**config.mk**
```make
export PLATFORM = sky130hd
export DESIGN_NAME = game_timer
export DESIGN_NICKNAME = d
export VERILOG_FILES = /design/src/rtl/game_timer.sv
export SDC_FILE = /design/constraint.sdc
export NUM_CORES = 1
export LEC_CHECK = 0
export BUFFER_PORTS_ARGS = -buffer_cell sky130_fd_sc_hd__buf_2
export CAP_MARGIN = 10
export CELL_PAD_IN_SITES_DETAIL_PLACEMENT = 0
export CELL_PAD_IN_SITES_GLOBAL_PLACEMENT = 1
export CORE_MARGIN = 3
export CORE_UTILIZATION = 43
export DETAILED_ROUTE_END_ITERATION = 8
export GPL_ROUTABILITY_DRIVEN = 0
export PLACE_DENSITY = 0.89
export SYNTH_ARGS = -nofsm -noshare
export SYNTH_HDL_FRONTEND = slang
export SYNTH_SLANG_ARGS = --single-unit
```
**constraint.sdc**
```tcl
create_clock -name clock -period 4.35 [get_ports clock]
set_input_delay 0.87 -clock clock [delete_from_list [all_inputs] [get_ports clock]]
set_output_delay 0.87 -clock clock [all_outputs]
set_load 0.01 [all_outputs]
```
**src/rtl/game_timer.sv**
```systemverilog
// game_timer: pausable one-shot / periodic timeout timer driven by a clock
// prescaler. times_up is the active-low expired level, expire_pulse is a
// one-cycle strobe for each expiry, count is the live tick count and running
// is high while the timer is counting.
module game_timer #(
  parameter int WIDTH    = 32,
  parameter int PRESCALE = 1
) (
  input  logic             clock,
  input  logic             reset,
  input  logic             start,
  input  logic             pause,
  input  logic             periodic,
  input  logic [WIDTH-1:0] limit,
  output logic             times_up,
  output logic             expire_pulse,
  output logic [WIDTH-1:0] count,
  output logic             running
);

  // A single-cycle prescale still needs a 1-bit register, which simply stays 0.
  localparam int PW = (PRESCALE > 1) ? $clog2(PRESCALE) : 1;
  localparam logic [PW-1:0] PRESC_MAX = PW'(PRESCALE - 1);

  typedef enum logic [1:0] {
    IDLE    = 2'd0,
    RUN     = 2'd1,
    EXPIRED = 2'd2
  } state_t;

  state_t             r_state;
  logic [WIDTH-1:0]   r_count;
  logic [PW-1:0]      r_presc;
  logic [WIDTH-1:0]   r_limit_q;
  logic               r_periodic_q;
  logic               r_times_up;
  logic               r_expire_pulse;
  logic               r_running;

  state_t             w_state_next;
  logic [WIDTH-1:0]   w_count_next;
  logic [PW-1:0]      w_presc_next;
  logic [WIDTH-1:0]   w_limit_next;
  logic               w_periodic_next;
  logic               w_pulse_next;
  logic               w_tick;
  logic               w_hit;

  // The limit compare wraps naturally, so limit_q = 0 expires on all-ones -> 0.
  assign w_tick = (r_presc == PRESC_MAX);
  assign w_hit  = ((r_count + WIDTH'(1)) == r_limit_q);

  // Next-state and next-datapath decode for the three-state controller.
  always_comb begin
    // NOTE: every signal gets a default first so no path leaves one unassigned,
    // which would otherwise infer a latch.
    w_state_next    = r_state;
    w_count_next    = r_count;
    w_presc_next    = r_presc;
    w_limit_next    = r_limit_q;
    w_periodic_next = r_periodic_q;
    w_pulse_next    = 1'b0;

    unique case (r_state)
      IDLE: begin
        if (start) begin
          w_state_next    = RUN;
          w_limit_next    = limit;
          w_periodic_next = periodic;
          w_count_next    = '0;
          w_presc_next    = '0;
        end
      end

      RUN: begin
        if (!start) begin
          // Abort wins over an expiry landing on the same cycle.
          w_state_next = IDLE;
          w_count_next = '0;
          w_presc_next = '0;
        end else if (pause) begin
          // Hold everything; a pending expiry is simply deferred.
        end else if (w_tick) begin
          w_presc_next = '0;
          if (w_hit) begin
            w_pulse_next = 1'b1;
            if (r_periodic_q) begin
              w_count_next = '0;
            end else begin
              w_state_next = EXPIRED;
              w_count_next = r_limit_q;
            end
          end else begin
            w_count_next = r_count + WIDTH'(1);
          end
        end else begin
          w_presc_next = r_presc + PW'(1);
        end
      end

      EXPIRED: begin
        if (!start) begin
          w_state_next = IDLE;
          w_count_next = '0;
        end
      end

      default: begin
        w_state_next = IDLE;
        w_count_next = '0;
        w_presc_next = '0;
      end
    endcase
  end

  // State, datapath and registered outputs.
  always_ff @(posedge clock or posedge reset) begin
    if (reset) begin
      r_state        <= IDLE;
      r_count        <= '0;
      r_presc        <= '0;
      r_limit_q      <= '0;
      r_periodic_q   <= 1'b0;
      r_times_up     <= 1'b1;
      r_expire_pulse <= 1'b0;
      r_running      <= 1'b0;
    end else begin
      // NOTE: non-blocking assignments so every flop samples pre-edge values.
      r_state        <= w_state_next;
      r_count        <= w_count_next;
      r_presc        <= w_presc_next;
      r_limit_q      <= w_limit_next;
      r_periodic_q   <= w_periodic_next;
      r_times_up     <= (w_state_next != EXPIRED);
      r_expire_pulse <= w_pulse_next;
      r_running      <= (w_state_next == RUN);
    end
  end

  assign times_up     = r_times_up;
  assign expire_pulse = r_expire_pulse;
  assign count        = r_count;
  assign running      = r_running;

endmodule

```
# Yosys cells after proc, flatten, opt, wreduce, memory -nomap -nowiden

Index checks and enable logic that the tools add are counted.

Memory bits (writable): 0
Output and inout port bits: 35
Memories kept: 0
Flip-flop bits (word level): 71
Bits in read-only memories: 0
Word-level logic and storage cells: 50
Input port bits: 37
Bits in latches: 0

Order comparisons: 0
Multiply operators: 0
Equal/unequal tests: 9
Reductions and logical operators: 4
$add $sub $neg: 2
Mux-type cells: 26
Divide/modulo/power cells: 0
Shift operators: 0
Bitwise operators: 1

Operators with widths:

| kind                                                 | number |
|---|---|
| two-way mux 32 bit                                   | 7 |
| one-hot mux 32 bit (3 select lines)                  | 1 |
| adder 32 x 1 -> 32 bit (second input constant)       | 1 |
| equality test 32 bit                                 | 1 |
| two-way mux 2 bit                                    | 7 |
| two-way mux 1 bit                                    | 9 |
| != test 2 bit (second input constant)                | 3 |
| != test 3 bit (second input constant)                | 2 |
| one-hot mux 2 bit (3 select lines)                   | 1 |
| equality test 2 x 1 -> 1 bit (second input constant) | 2 |
| AND reduction 4 bit                                  | 1 |
| one-hot mux 1 bit (3 select lines)                   | 1 |
| AND reduction 3 bit                                  | 1 |
| equality test 2 bit (second input constant)          | 1 |
| logical NOT 2 bit                                    | 1 |
| AND reduction 2 bit                                  | 1 |
| adder 1 bit (second input constant)                  | 1 |
| inverter 1 bit                                       | 1 |

# Logic depth before layout (Yosys ltp)

Word-level depth: 8
Mapped depth: 12
Mapped depth without buffers: 10

# Least setup slack after synthesis

No wires, ideal clock.

Path type: reg2reg
Start point: reg r_count[0], in the netlist count[0]
End point: reg r_count[31], in the netlist count[31]
Data arrival time: 3.229 ns
Clock period less this slack: 3.355 ns
Required time: 4.224 ns
Cell stages (with the launch flop): 11
Buffers on the path: 1
Setup slack: 0.995 ns
Library setup time: 0.126 ns
Cells stage by stage: dfrtp_1 -> ha_1 -> nand3_2 -> or4_1 -> a31oi_1 -> a31oi_1 -> or4_4 -> nor4_4 -> a21oi_2 -> buf_2 -> a221o_1

Longest elaborated chain between the ends: 7

Ends and longest elaborated chain:

| what                                  | line   | text |
|---|---|---|
| start, declared                       | 32     | `logic [WIDTH-1:0] r_count;` |
| start signal, assigned                | 130    | `r_count <= w_count_next;` |
| adder 32 x 1 -> 32 bit *              | 51, 94 |  |
| equality test 32 bit                  | 51     | `assign w_hit = ((r_count + WIDTH'(1)) == r_limit_q);` |
| two-way mux 32 bit *                  | 85     | `if (w_hit) begin` |
| two-way mux 32 bit *                  | 83     | `end else if (w_tick) begin` |
| two-way mux 32 bit *                  | 81     | `end else if (pause) begin` |
| two-way mux 32 bit *                  | 76     | `if (!start) begin` |
| one-hot mux 32 bit (3 select lines) * | 64     | `unique case (r_state)` |

Every way passes the cells marked *; elsewhere a longest branch is shown, timed or not. The select of a mux whose other input is x is not followed.
A chain may end at the register's enable or synchronous reset.

# Worst setup path in the final report

Start point: reg r_count[3], in the netlist count[3]
End point: reg r_count[4], in the netlist count[4]

Same word-level chain as after synthesis.

==> metrics.cfg <==
[die]
floorplan.initialDensity_pct=45.24
placement_rows=36
floorplan.die.height_um=108.8
design.portCount=72
fp.coreArea_um2=10040
die-width_um=108.8
die_area_um2=11840

[placed_design]
dp_hpwl_um=9909
io_buffer_count=71
dpl.cell_count=703

[yosys]
post_synthesis_mean_instance_area_um2=8.824
postSynthNetCount=553
synthDominantAreaCellType=dfrtp_1
number_of_synthesized_flops_with_an_enable_pin=0
netlist_top_cells_count=dfrtp_1 (69), nand2_1 (41), nand3_1 (34), nor2_1 (34), xnor2_1 (34)
syn_area_um2=4544
share_of_synthesized_area_occupied_by_flip_flops_and_latches_pct=38.57
yosysTopAreaCellShare_pct=38.00
syn-instance-count=515
post_synth_num_cell_types=54
synth_warnings=0
ys.flop_type=dfrtp_1
netlist_top_cells_area=dfrtp_1 (38%), mux2_2 (7.4%), xnor2_1 (6.6%)
ys_async_sr_fraction_pct=100.0
yosys.cell_count.top_type=dfrtp_1
ys_seq_elements=70

[global_route]
first_global_vias=4148
grt_start_max_net_pins=41
track_usage_pct=23.71
antenna_found_initial=0
grt.overflow.total=0
grt_first_pass_wirelength_um=21690

[min_path]
hp-class=register to register

[cells_and_area]
finish.net_count=619
diodes=0
drive_gt1_share_pct=24.06
layout-area-overhead-vs-synth_pct=16.96
fin_cells=719

[setup_path]
worst_setup_path_start_kind=register
critPathMaxStageDelay_ps=630
cp-end-kind=register
critPathRequiredTime_ps=4620
worstSetupPathType=register to register
worst-endpoint-arrival_ps=4180
path_max_fanout=11
timing.critical_path.slowest_stage_cell=nor3_1
timing.critical_path.cells=nand4_1 -> nor3_1 -> nand4_1 -> xnor2_1 -> o211ai_1 -> nor4_4 -> and2_1 -> buf_4 -> nand2_1 -> o221ai_1
cpMostUsedCell=nand4_1

[power_and_ir_drop]
power_density_nw_per_um2=309.1
power.ir.vdd_worst_mv=0.1624
leakage_power_nw=2.173

[timing]
fin_setup_tns_ps=0
worst-slew-pin-transition_ps=1046
final-hold-violation-count=0
grt_setup_unrepaired=false
fin_crit_sh_pct=89.89
maxSlewHeadroom_pct=30.26
timing.clock.skew_ps=8.902
finalSetupViolCount=0
max_clock_freq_ghz=0.2557
final_max_slew_viol_count=0
post-route-min-period_ps=3910

[clock_tree]
worstSkewPairLatency_ps=360
postCtsSetupRepairBufs=0
cts_tree=done
post_cts_resized=0
cts_root_buffer=clkbuf_8
cts_htree_levels=3
numClockSinks=70
clock_pin_slew_reported_for_the_worst_setup_and_hold_paths_after_clock_tree_synthesis_ps=80
clock_tree.buffer_depth=2
hold_buf_cts=0
cts-buffers-inserted=9

[drt]
drc=0
detail_route.iter0.violations=383
drt-pass1-iter-count=5
drt-vias-per-instance=5.960
route.vias.total=4285
antenna_violating_nets_post_route=0
route.detailed.wl_per_inst_um=18.66
wl_final_um=13420

[run_status]
status=complete, no violations

[job]
max_cap_violations=0

==> layout by cell type (no fill, tap or decap), types with 8 or more instances in the layout <==
cell	n
buf_2	71
dfrtp_1	69
nand2_1	41
nand3_1	34
xnor2_1	34
nor2_1	33
o21ai_0	32
inv_1	31
a21oi_1	30
mux2_2	30
nor3_1	16
nand4_1	14
nor4_1	13
a22oi_1	13
xor2_1	12
buf_4	10
and3_1	9
clkbuf_8	9
a32oi_1	8
==> where the power goes <==
part           leakage (nW)  switching [mW]  total (mW)  internal, mW
clock network         0.120           0.271       0.654         0.384
logic                  1.15           0.117       0.232         0.115
registers             0.898          0.0592       0.756         0.697
total                  2.17           0.447        1.64          1.20
==> layer usage <==
metal	up-vias	track usage [%]	share of wire [%]
li1	2002	-	-
met1	2047	32.10	43
met2	199	36.28	46
met3	37	6.217	8.1
met4	0	9.288	3.2
met5	-	0	0
==> critical path: cells and delay by family, from the launching register on <==
kind | cells | cell delay, ps
simple gates | 6 | 2310
compound gates | 2 | 440
flops | 1 | 490
buf+inv | 1 | 230
xor+xnor | 1 | 340
==> area by class of cell <==
type                    instances  area (um^2)
clock buffers                   9        123.9
clock inverters                 7        120.1
fillers                       947         4730
inverters                      32        120.1
multi-input cells             385         2561
flip-flops and latches         70         1753
well taps                     133        166.4
repair buffers                 83        470.5
==> state kept, by name, summed over array words and instances, names as in the netlist <==
name and count:
running 1, r_state 2, expire_pulse 1, count 32
r_limit_q 32, times_up 1, r_periodic_q 1
==> path summary, 6_finish.rpt <==
path	start	endpoint	slack, ps	cells past startpoint
min	r_limit_q[7]$_DFFE_PP0P_	count[7]$_DFFE_PP0P_	550	2
max reg2reg	count[3]$_DFFE_PP0P_	count[4]$_DFFE_PP0P_	440	10
min in group asynchronous	reset	r_state[1]$_DFF_PP0_	640	2
max	count[3]$_DFFE_PP0P_	count[4]$_DFFE_PP0P_	440	10
max in group asynchronous	reset	count[16]$_DFFE_PP0P_	2760	3
min reg2reg	r_limit_q[7]$_DFFE_PP0P_	count[7]$_DFFE_PP0P_	550	2
==> stage by stage <==
| step | hold WS (ps) | total power, mW | cell area (um^2) | utilization [%] | setup slack [ps] |
|---|---|---|---|---|---|
| after floorplan | 474.0 | 0.9188 | 4544 | - | 994.6 |
| after global placement | 522.1 | 0.9908 | 5071 | 50.49 | 611.2 |
| after detailed placement | 539.4 | 0.9999 | 5071 | 50.49 | 538.1 |
| after CTS | 556.5 | 1.661 | 5315 | 52.91 | 520.2 |
| after global routing | 591.7 | 1.717 | 5315 | 52.91 | 124.6 |
| final | 552.3 | 1.643 | 5315 | 52.91 | 439.8 |
==> kinds of logic after synthesis <==
kind of cell / count (synthesis) / synth area share, %
flops: 70 / 38.57
compound gates: 113 / 15.83
fa+ha+maj: 1 / 0.2753
simple gates: 190 / 21.94
buf+inv: 60 / 5.699
xor+xnor: 47 / 9.361
mux: 34 / 8.315
(Power assumes the default switching activity.)
